## src/rtl/uart_cmd_receiver.sv

```systemverilog
// 8N1 UART receiver that parses "rN=HHHH<CR|LF>" register-write commands
// and issues a one-cycle write strobe with address and data.
module uart_cmd_receiver #(
  parameter int CLK_HZ = 27_000_000,
  parameter int BAUD   = 115200
) (
  input  logic        clk,
  input  logic        rst_n,
  input  logic        uart_rx,
  output logic        wr_en,
  output logic [2:0]  wr_addr,
  output logic [15:0] wr_data,
  output logic        frame_err,
  output logic        cmd_err
);

  localparam int DIV  = CLK_HZ / BAUD;
  localparam int HALF = DIV / 2;
  localparam int CW   = $clog2(DIV);
  localparam logic [CW-1:0] DIV_M1  = CW'(DIV - 1);
  localparam logic [CW-1:0] HALF_M1 = CW'(HALF - 1);

  typedef enum logic [2:0] {
    IDLE, START, DATA, STOP, WAIT_HIGH
  } rx_state_t;

  typedef enum logic [2:0] {
    P_IDLE, P_IDX, P_EQ, P_HEX, P_END, P_SKIP
  } p_state_t;

  logic       rx_s1;
  logic       rxs;
  logic       rxs_d;
  logic [1:0] settle;
  logic       fall;

  // Edges only count once rxs and rxs_d both hold real line samples,
  // so a line held low through reset release must rise before a start.
  always_ff @(posedge clk or negedge rst_n) begin
    if (!rst_n) begin
      rx_s1  <= 1'b1;
      rxs    <= 1'b1;
      rxs_d  <= 1'b1;
      settle <= 2'd0;
    end else begin
      rx_s1 <= uart_rx;
      rxs   <= rx_s1;
      rxs_d <= rxs;
      if (settle != 2'd3)
        settle <= settle + 2'd1;
    end
  end

  assign fall = (settle == 2'd3) && rxs_d && !rxs;

  rx_state_t     rx_state;
  rx_state_t     rx_nxt;
  logic [CW-1:0] baud_cnt;
  logic [CW-1:0] cnt_nxt;
  logic [2:0]    bit_cnt;
  logic [2:0]    bit_nxt;
  logic [7:0]    rx_shift;
  logic [7:0]    shift_nxt;
  logic          stop_hit;
  logic          stop_hit_q;
  logic          stop_bit_q;
  logic          byte_valid;

  always_comb begin
    rx_nxt    = rx_state;
    cnt_nxt   = baud_cnt + 1'b1;
    bit_nxt   = bit_cnt;
    shift_nxt = rx_shift;
    stop_hit  = 1'b0;
    unique case (rx_state)
      IDLE: begin
        cnt_nxt = '0;
        if (fall) begin
          rx_nxt  = START;
          bit_nxt = 3'd7;
        end
      end
      START: begin
        if (baud_cnt == HALF_M1) begin
          cnt_nxt = '0;
          rx_nxt  = rxs ? IDLE : DATA;
        end
      end
      DATA: begin
        if (baud_cnt == DIV_M1) begin
          cnt_nxt   = '0;
          shift_nxt = {rxs, rx_shift[7:1]};
          bit_nxt   = bit_cnt - 3'd1;
          if (bit_cnt == 3'd0)
            rx_nxt = STOP;
        end
      end
      STOP: begin
        if (baud_cnt == DIV_M1) begin
          cnt_nxt  = '0;
          stop_hit = 1'b1;
          rx_nxt   = rxs ? IDLE : WAIT_HIGH;
        end
      end
      WAIT_HIGH: begin
        cnt_nxt = '0;
        if (rxs)
          rx_nxt = IDLE;
      end
      default: rx_nxt = IDLE;
    endcase
  end

  always_ff @(posedge clk or negedge rst_n) begin
    if (!rst_n) begin
      rx_state   <= IDLE;
      baud_cnt   <= '0;
      bit_cnt    <= 3'd0;
      rx_shift   <= 8'd0;
      stop_hit_q <= 1'b0;
      stop_bit_q <= 1'b0;
      byte_valid <= 1'b0;
      frame_err  <= 1'b0;
    end else begin
      rx_state   <= rx_nxt;
      baud_cnt   <= cnt_nxt;
      bit_cnt    <= bit_nxt;
      rx_shift   <= shift_nxt;
      stop_hit_q <= stop_hit;
      stop_bit_q <= rxs;
      byte_valid <= stop_hit_q && stop_bit_q;
      frame_err  <= stop_hit_q && !stop_bit_q;
    end
  end

  logic [7:0] ch;
  logic       is_eol;
  logic       is_r;
  logic       is_idx;
  logic       is_eq;
  logic       is_dig;
  logic       is_up;
  logic       is_lo;
  logic       is_hex;
  logic [3:0] nib;

  assign ch     = rx_shift;
  assign is_eol = (ch == 8'h0D) || (ch == 8'h0A);
  assign is_r   = (ch == 8'h72) || (ch == 8'h52);
  assign is_idx = (ch[7:3] == 5'b00110);
  assign is_eq  = (ch == 8'h3D);
  assign is_dig = (ch >= 8'h30) && (ch <= 8'h39);
  assign is_up  = (ch >= 8'h41) && (ch <= 8'h46);
  assign is_lo  = (ch >= 8'h61) && (ch <= 8'h66);
  assign is_hex = is_dig || is_up || is_lo;

  always_comb begin
    nib = 4'd0;
    unique case (1'b1)
      is_dig:         nib = ch[3:0];
      is_up || is_lo: nib = ch[3:0] + 4'd9;
      default:        nib = 4'd0;
    endcase
  end

  p_state_t    p_state;
  p_state_t    p_nxt;
  logic [2:0]  sh_addr;
  logic [2:0]  sa_nxt;
  logic [15:0] sh_data;
  logic [15:0] sd_nxt;
  logic [1:0]  nib_cnt;
  logic [1:0]  nc_nxt;
  logic        commit;
  logic        err;

  always_comb begin
    p_nxt  = p_state;
    sa_nxt = sh_addr;
    sd_nxt = sh_data;
    nc_nxt = nib_cnt;
    commit = 1'b0;
    err    = 1'b0;
    if (frame_err) begin
      p_nxt = P_IDLE;
    end else if (byte_valid) begin
      unique case (p_state)
        P_IDLE: begin
          if (is_r) p_nxt = P_IDX;
          else if (!is_eol) err = 1'b1;
        end
        P_IDX: begin
          if (is_idx) begin
            sa_nxt = ch[2:0];
            p_nxt  = P_EQ;
          end else begin
            err = 1'b1;
          end
        end
        P_EQ: begin
          if (is_eq) begin
            sd_nxt = 16'd0;
            nc_nxt = 2'd0;
            p_nxt  = P_HEX;
          end else begin
            err = 1'b1;
          end
        end
        P_HEX: begin
          if (is_hex) begin
            sd_nxt = {sh_data[11:0], nib};
            nc_nxt = nib_cnt + 2'd1;
            if (nib_cnt == 2'd3)
              p_nxt = P_END;
          end else begin
            err = 1'b1;
          end
        end
        P_END: begin
          if (is_eol) begin
            commit = 1'b1;
            p_nxt  = P_IDLE;
          end else begin
            err = 1'b1;
          end
        end
        P_SKIP: begin
          if (is_eol) p_nxt = P_IDLE;
        end
        default: p_nxt = P_IDLE;
      endcase
      if (err)
        p_nxt = P_SKIP;
    end
  end

  always_ff @(posedge clk or negedge rst_n) begin
    if (!rst_n) begin
      p_state <= P_IDLE;
      sh_addr <= 3'd0;
      sh_data <= 16'd0;
      nib_cnt <= 2'd0;
      wr_en   <= 1'b0;
      wr_addr <= 3'd0;
      wr_data <= 16'd0;
      cmd_err <= 1'b0;
    end else begin
      p_state <= p_nxt;
      sh_addr <= sa_nxt;
      sh_data <= sd_nxt;
      nib_cnt <= nc_nxt;
      wr_en   <= commit;
      cmd_err <= err;
      if (commit) begin
        wr_addr <= sh_addr;
        wr_data <= sh_data;
      end
    end
  end

endmodule

```

## config.mk

```make
export PLATFORM = sky130hd
export DESIGN_NAME = uart_cmd_receiver
export DESIGN_NICKNAME = d
export VERILOG_FILES = /design/src/rtl/uart_cmd_receiver.sv
export SDC_FILE = /design/constraint.sdc
export NUM_CORES = 1
export LEC_CHECK = 0
export ABC_AREA = 1
export CAP_MARGIN = 25
export CORE_MARGIN = 2
export CORE_UTILIZATION = 40
export DETAILED_ROUTE_END_ITERATION = 12
export GPL_TIMING_DRIVEN = 0
export PLACE_DENSITY_LB_ADDON = 0.08
export SLEW_MARGIN = 10
export SYNTH_ARGS = -nofsm -noshare
export SYNTH_HDL_FRONTEND = slang
export SYNTH_SLANG_ARGS = --single-unit
```

## constraint.sdc

```tcl
create_clock -name clk -period 2.43 [get_ports clk]
set_clock_uncertainty 0.15 [all_clocks]
set_input_delay 0.486 -clock clk [delete_from_list [all_inputs] [get_ports clk]]
set_output_delay 0.486 -clock clk [all_outputs]
set_load 0.05 [all_outputs]
```

==> results.sh, run 1 <==
export IMPL_clkSinkCount=76
export IMPL_fmax_mhz=431.9
export IMPL_synthDominantCellAreaShare=0.4743
export IMPL_r2r_slack_ns=0.24
export IMPL_endpoint="frame_err"
export IMPL_dr_pass1_iters=4
export IMPL_netlist_area_mm2=0.003851
export IMPL_worstPathRequired_ns=1.79
export IMPL_clk_pin_slew_ns=0.08
export IMPL_grt_pass1_vias=2645
export IMPL_setup_viol=0
export IMPL_layout_cells_non_filler=571
export IMPL_grt_total_usage=0.1542
export IMPL_dpl_instance_area_mm2=0.004278
export IMPL_cap_violations=0
export IMPL_antenna_found_initial=0
export IMPL_grt_max_degree=53
export IMPL_cpPeakStageDelay_ns=0.85
export IMPL_clk_latency_ns=0.34
export IMPL_postLayoutCellArea_mm2=0.004498
export IMPL_io_pins=25
export IMPL_fp_dieArea_mm2=0.01043
export IMPL_fillers=894
export IMPL_synth_main_ff_cell="dfrtp_1"
export IMPL_min_path_type="reg2reg"
export IMPL_nNetsFinal=451
export IMPL_slew_viol_final=0
export IMPL_synth_enable_flop_cells=0
export IMPL_outcome="complete, no violations"
export IMPL_tightest_slew_ns=0.5205
export IMPL_portBuffers=24
export IMPL_clockBufferDepth=2
export IMPL_clock_root_buffer="clkbuf_8"
export IMPL_powerDensity_mw_per_mm2=611.6
export IMPL_synth_cells=400
export IMPL_drt_wl_total_um=6945
export IMPL_drt_initial_drc_count=62
export IMPL_cp_end_kind="output pin"
export IMPL_worstSetupStartpointType="flop"
export IMPL_rows=35
export IMPL_crit_slowest_cell="clkdlybuf4s50_1"
export IMPL_ff2ff_path_depth=10
export IMPL_ant_nets=0
export IMPL_dp_cells=554
export IMPL_die_height_um=102.1
export IMPL_syn_area_per_cell_um2=9.628
export IMPL_hpwl_um=4996
export IMPL_drt_vias_per_instance=4.658
export IMPL_crit_chain="clkdlybuf4s50_1"
export IMPL_drive_above_1_share=0.2670
export IMPL_grt_pass1_wl_um=12430
export IMPL_cp_depth=1
export IMPL_cts_tree="built"
export IMPL_ys_ff_latch=76
export IMPL_worstPathMaxFanout=7
export IMPL_yosysSeqAreaShare=0.4948
export IMPL_hold_viol_final=0
export IMPL_yosysWarnings=0
export IMPL_cts_made_buffers=9
export IMPL_drc_errors=0
export IMPL_worstReg2RegEnd="wr_data[8]"
export IMPL_place_congestion=0.8904
export IMPL_wl_per_cell_um=12.16
export IMPL_cp_buffers_inverters=1
export IMPL_syn_num_nets=414
export IMPL_final_common_cell="dfrtp_1"
export IMPL_final_min_clock_period_ns=2.315
export IMPL_synthTopCellsByArea="dfrtp_1 (47%), nand2_1 (7.0%), o21ai_2 (5.7%), inv_1 (5.0%), ha_1 (3.6%)"
export IMPL_syn_to_final_growth_pct=16.80
export IMPL_n_antenna_cell=0
export IMPL_power_leakage_uw=0.002267
export IMPL_fin_crit_sh=0.9528
export IMPL_cp_data_arrival_time_ns=1.68
export IMPL_finalPower_uw=2751
export IMPL_synth_distinct_cells=45
export IMPL_startpoint="frame_err"
export IMPL_core_mm2=0.009284
export IMPL_route_vias_total=2660
export IMPL_ir_drop_mv=0.3884
export IMPL_ys_async_sr_fraction=1.000
export IMPL_crit_family="buffers and inverters"
export IMPL_die_x_um=102.1
export IMPL_initial_core_util=0.4148
export IMPL_layout_common_cells="dfrtp_1 (73), nand2_1 (72), inv_1 (51)"
export IMPL_r2r_start="ch[1]"
export IMPL_synth_largest_area_cell="dfrtp_1"
export IMPL_relSlewSlack=0.6498
export IMPL_critical_path_class="reg2out"
export IMPL_grt_overflow_total=0
export IMPL_h_tree_depth=3
export IMPL_rsz0062_at_grt="no"
state kept, by name, summed over array words and instances, names as in the netlist:
| signal | cells |
|---|---|
| baud_cnt | 8 |
| bit_cnt | 3 |
| byte_valid | 1 |
| ch | 8 |
| cmd_err | 1 |
| frame_err | 1 |
| nib_cnt | 2 |
| p_state | 3 |
| rx_s1 | 1 |
| rx_state | 3 |
| rxs | 1 |
| rxs_d | 1 |
| settle | 2 |
| sh_addr | 3 |
| sh_data | 16 |
| stop_bit_q | 1 |
| stop_hit_q | 1 |
| wr_addr | 3 |
| wr_data | 16 |
| wr_en | 1 |
cells in the mapped netlist (2+ instances only):
| library cell | count |
|---|---|
| o21ai_2 | 25 |
| o21ai_0 | 14 |
| nand4_1 | 4 |
| a22o_1 | 2 |
| buf_6 | 4 |
| nand2_2 | 16 |
| nor3_4 | 2 |
| mux2_2 | 2 |
| ha_1 | 11 |
| dfstp_2 | 3 |
| xor2_1 | 3 |
| inv_2 | 8 |
| nand2_1 | 72 |
| nor3_2 | 2 |
| nor4_1 | 2 |
| nand2_4 | 12 |
| o21ai_1 | 8 |
| nor2_2 | 8 |
| xnor2_1 | 4 |
| dfrtp_1 | 73 |
| a21oi_1 | 4 |
| nor3_1 | 3 |
| inv_1 | 51 |
| nand3_2 | 4 |
| nor2_1 | 23 |
| nor2_4 | 2 |
| nand3_1 | 19 |
| a22oi_1 | 2 |
layer usage:
layer | track usage | share of wire | vias to the layer above
li1 | - | - | 1350
met2 | 0.2404 | 0.46 | 31
met1 | 0.2080 | 0.50 | 1271
met4 | 0.04513 | 0.016 | 0
met3 | 0.04856 | 0.031 | 8
met5 | 0 | 0 | -
how the worst min path moves through the flow:
| stage | start | end | slack [ns] | cells after the start |
|---|---|---|---|---|
| 6_report | rx_s1 | rxs | 0.21 | 0 |
| 5_1_grt | rx_s1 | rxs | 0.22 | 0 |
| 3_3_place_gp | rx_s1 | rxs | 0.20 | 0 |
| 2_1_floorplan | rst_n | baud_cnt[0] | 0.04 | 0 |
| 4_1_cts | rx_s1 | rxs | 0.21 | 0 |
| 3_5_place_dp | rx_s1 | rxs | 0.20 | 0 |
metrics by stage:
stage	utilization	hold slack (ns)	setup TNS (ns)	setup slack [ns]
final	0.4845	0.2080	0	0.1147
after global routing	0.4845	0.2184	0	0.04924
after CTS	0.4845	0.2104	0	0.09357
after detailed placement	0.4608	0.1979	0	0.2661
after global placement	0.4581	0.1969	-157.00	-2.109
after floorplan	-	0.04041	0	0.5591
report_power, final:
part           internal [µW]  switching, µW
registers               1320           48.1
clock network            533            482
logic                    123            246
cells by family (layout without fill, tap and decap cells):
logic type	Yosys count	after routing	share of synthesized area
flip-flops	76	76	0.4948
XOR/XNOR	7	7	0.01592
AND/OR/NAND/NOR	175	175	0.2547
buffers and inverters	69	111	0.08122
adder cells (fa/ha/maj)	11	11	0.03574
AO/OA/AOI/OAI	60	60	0.1118
multiplexers	2	2	0.005848
timing repair:
action,4_1_cts,5_1_grt
gates resized for setup,0,0
endpoints found under the hold margin,24,0
endpoints found under the setup margin,0,0
hold buffers,1,0
buffers inserted,0,0
layout make-up:
| class | instances | area [µm²] | area share |
|---|---|---|---|
| flip-flops and latches | 76 | 1906 | 0.4236 |
| multi-input cells | 255 | 1633 | 0.3630 |
| repair buffers | 26 | 275.3 | 0.06120 |
| inverters | 62 | 236.5 | 0.05257 |
| well taps | 129 | 161.4 | 0.03588 |
| clock buffers | 11 | 151.4 | 0.03366 |
| plain buffers | 7 | 76.32 | 0.01697 |
| clock inverters | 5 | 58.81 | 0.01307 |
(Power assumes the default switching activity.)
==> run 2, diff against run 1 <==
--- a/config.mk
+++ b/config.mk
@@ -9,6 +9,7 @@
 export CAP_MARGIN = 25
 export CORE_MARGIN = 2
 export CORE_UTILIZATION = 40
+export CTS_CLUSTER_SIZE = 8
 export DETAILED_ROUTE_END_ITERATION = 12
 export GPL_TIMING_DRIVEN = 0
 export PLACE_DENSITY_LB_ADDON = 0.08
==> results of run 2 <==
Same layout as run 1: the final DEF is identical, and so are final timing and power.
==> run 3, diff against run 2 <==
--- a/config.mk
+++ b/config.mk
@@ -7,6 +7,8 @@
 export LEC_CHECK = 0
 export ABC_AREA = 1
 export CAP_MARGIN = 25
+export CELL_PAD_IN_SITES_DETAIL_PLACEMENT = 1
+export CELL_PAD_IN_SITES_GLOBAL_PLACEMENT = 1
 export CORE_MARGIN = 2
 export CORE_UTILIZATION = 40
 export CTS_CLUSTER_SIZE = 8
==> results.sh, run 3 (same netlist as run 1, synthesis figures left out) <==
export IMPL_crit_chain="clkdlybuf4s50_1"
export IMPL_hold_viol_final=0
export IMPL_n_antenna_cell=0
export IMPL_outcome="complete, no violations"
export IMPL_rows=35
export IMPL_syn_to_final_growth_pct=16.28
export IMPL_ant_nets=0
export IMPL_clkPwrFrac=0.355
export IMPL_drc_errors=0
export IMPL_place_congestion=0.8365
export IMPL_critical_path_class="reg2out"
export IMPL_grt_pass1_wl_um=14000
export IMPL_core_mm2=0.009284
export IMPL_clk_pin_slew_ns=0.09
export IMPL_fmax_mhz=428.3
export IMPL_setup_viol=0
export IMPL_power_frac_seq=0.505
export IMPL_layout_common_cells="dfrtp_1 (73), nand2_1 (72), inv_1 (51)"
export IMPL_clockBufferDepth=2
export IMPL_power_share_combinational=0.139
export IMPL_final_min_clock_period_ns=2.335
export IMPL_regArea_mm2=0.001906
export IMPL_switching_share=0.2929
export IMPL_fp_dieArea_mm2=0.01043
export IMPL_cp_end_kind="output pin"
export IMPL_ir_drop_mv=0.4131
export IMPL_power_leakage_uw=0.002254
export IMPL_post_cts_resized=0
export IMPL_antenna_found_initial=0
export IMPL_die_x_um=102.1
export IMPL_min_path_type="reg2reg"
export IMPL_cts_tree="built"
export IMPL_fin_util=0.4823
export IMPL_io_pins=25
export IMPL_powerDensity_mw_per_mm2=605.4
export IMPL_clkSinkCount=76
export IMPL_final_common_cell="dfrtp_1"
export IMPL_wl_per_cell_um=13.69
export IMPL_h_tree_depth=3
export IMPL_cpPeakStageDelay_ns=0.86
export IMPL_clk_latency_ns=0.35
export IMPL_portBuffers=24
export IMPL_relSlewSlack=0.6549
export IMPL_slew_viol_final=0
export IMPL_cts_made_buffers=9
export IMPL_cap_violations=0
export IMPL_worstSetupStartpointType="flop"
export IMPL_drt_vias_per_instance=4.704
export IMPL_pre_cts_ws_ns=0.2410
export IMPL_grt_max_degree=51
export IMPL_tns_ns=0
export IMPL_cell_internal_pwr_uw=1917
export IMPL_multi_input_area_mm2=0.001633
export IMPL_nNetsFinal=451
export IMPL_grt_total_usage=0.1727
export IMPL_hpwl_um=5748
export IMPL_cts_hold_buf=1
export IMPL_route_vias_total=2681
export IMPL_grt_pass1_vias=2982
export IMPL_grt_overflow_total=0
export IMPL_cp_data_arrival_time_ns=1.70
export IMPL_crit_family="buffers and inverters"
export IMPL_top_regs="sh_data x16, wr_data x16"
export IMPL_post_cts_buffers=0
export IMPL_dr_pass1_iters=4
export IMPL_drt_initial_drc_count=48
export IMPL_crit_slowest_cell="clkdlybuf4s50_1"
export IMPL_drt_wl_total_um=7806
export IMPL_switchingPower_uw=794.2
export IMPL_fillers=1089
export IMPL_initial_core_util=0.4148
export IMPL_worstPathRequired_ns=1.79
export IMPL_tightest_slew_ns=0.5161
export IMPL_worstPathMaxFanout=7
export IMPL_drive_above_1_share=0.2630
export IMPL_cp_buffers_inverters=1
export IMPL_clock_root_buffer="clkbuf_8"
export IMPL_rsz0062_at_grt="no"
export IMPL_setup_slack_ns=0.09494
export IMPL_die_height_um=102.1
export IMPL_fin_crit_sh=0.9609
## run 3: path summary, 6_finish.rpt
check / depth (start not counted) / start / slack (ns) / endpoint
max in group asynchronous: 3 / rst_n / 1.06 / rx_s1
min in group asynchronous: 2 / rst_n / 0.44 / wr_data[10]
worst min-delay path: 0 / rx_s1 / 0.21 / rxs
worst max register to register: 10 / ch[1] / 0.29 / wr_data[4]
worst min register to register: 0 / rx_s1 / 0.21 / rxs
worst max-delay path: 1 / frame_err / 0.09 / frame_err
## run 3: cell type report
class,count,share of cell area
multi-input cells,255,0.3646
flip-flops and latches,76,0.4255
well taps,129,0.03604
clock buffers,10,0.02850
plain buffers,7,0.01704
inverters,62,0.05281
repair buffers,26,0.06147
clock inverters,5,0.01397
## run 3: metrics by stage
stage	total power, µW	hold slack [ns]	instances	area, µm²
after floorplan	1654	0.04041	400	3851
after global placement	1757	0.1973	553	4253
after detailed placement	1779	0.2022	554	4278
after CTS	2760	0.2148	570	4478
after global routing	2876	0.2190	570	4478
final	2711	0.2129	570	4478
## run 3: metal layers
layer | GRT usage | vias up | share of wire
li1 | - | 1344 | -
met1 | 0.2237 | 1302 | 0.47
met2 | 0.2880 | 24 | 0.49
met3 | 0.02941 | 11 | 0.021
met4 | 0.07077 | 0 | 0.016
met5 | 0 | - | 0
## run 3: power by group through the flow
stage | Combinational, µW | Clock, µW | Sequential (µW)
detailed placement | 384 | 0 | 1400
CTS | 387 | 1000 | 1370
global placement | 365 | 0 | 1390
finish | 378 | 964 | 1370
global route | 445 | 1050 | 1380
floorplan | 271 | 0 | 1380
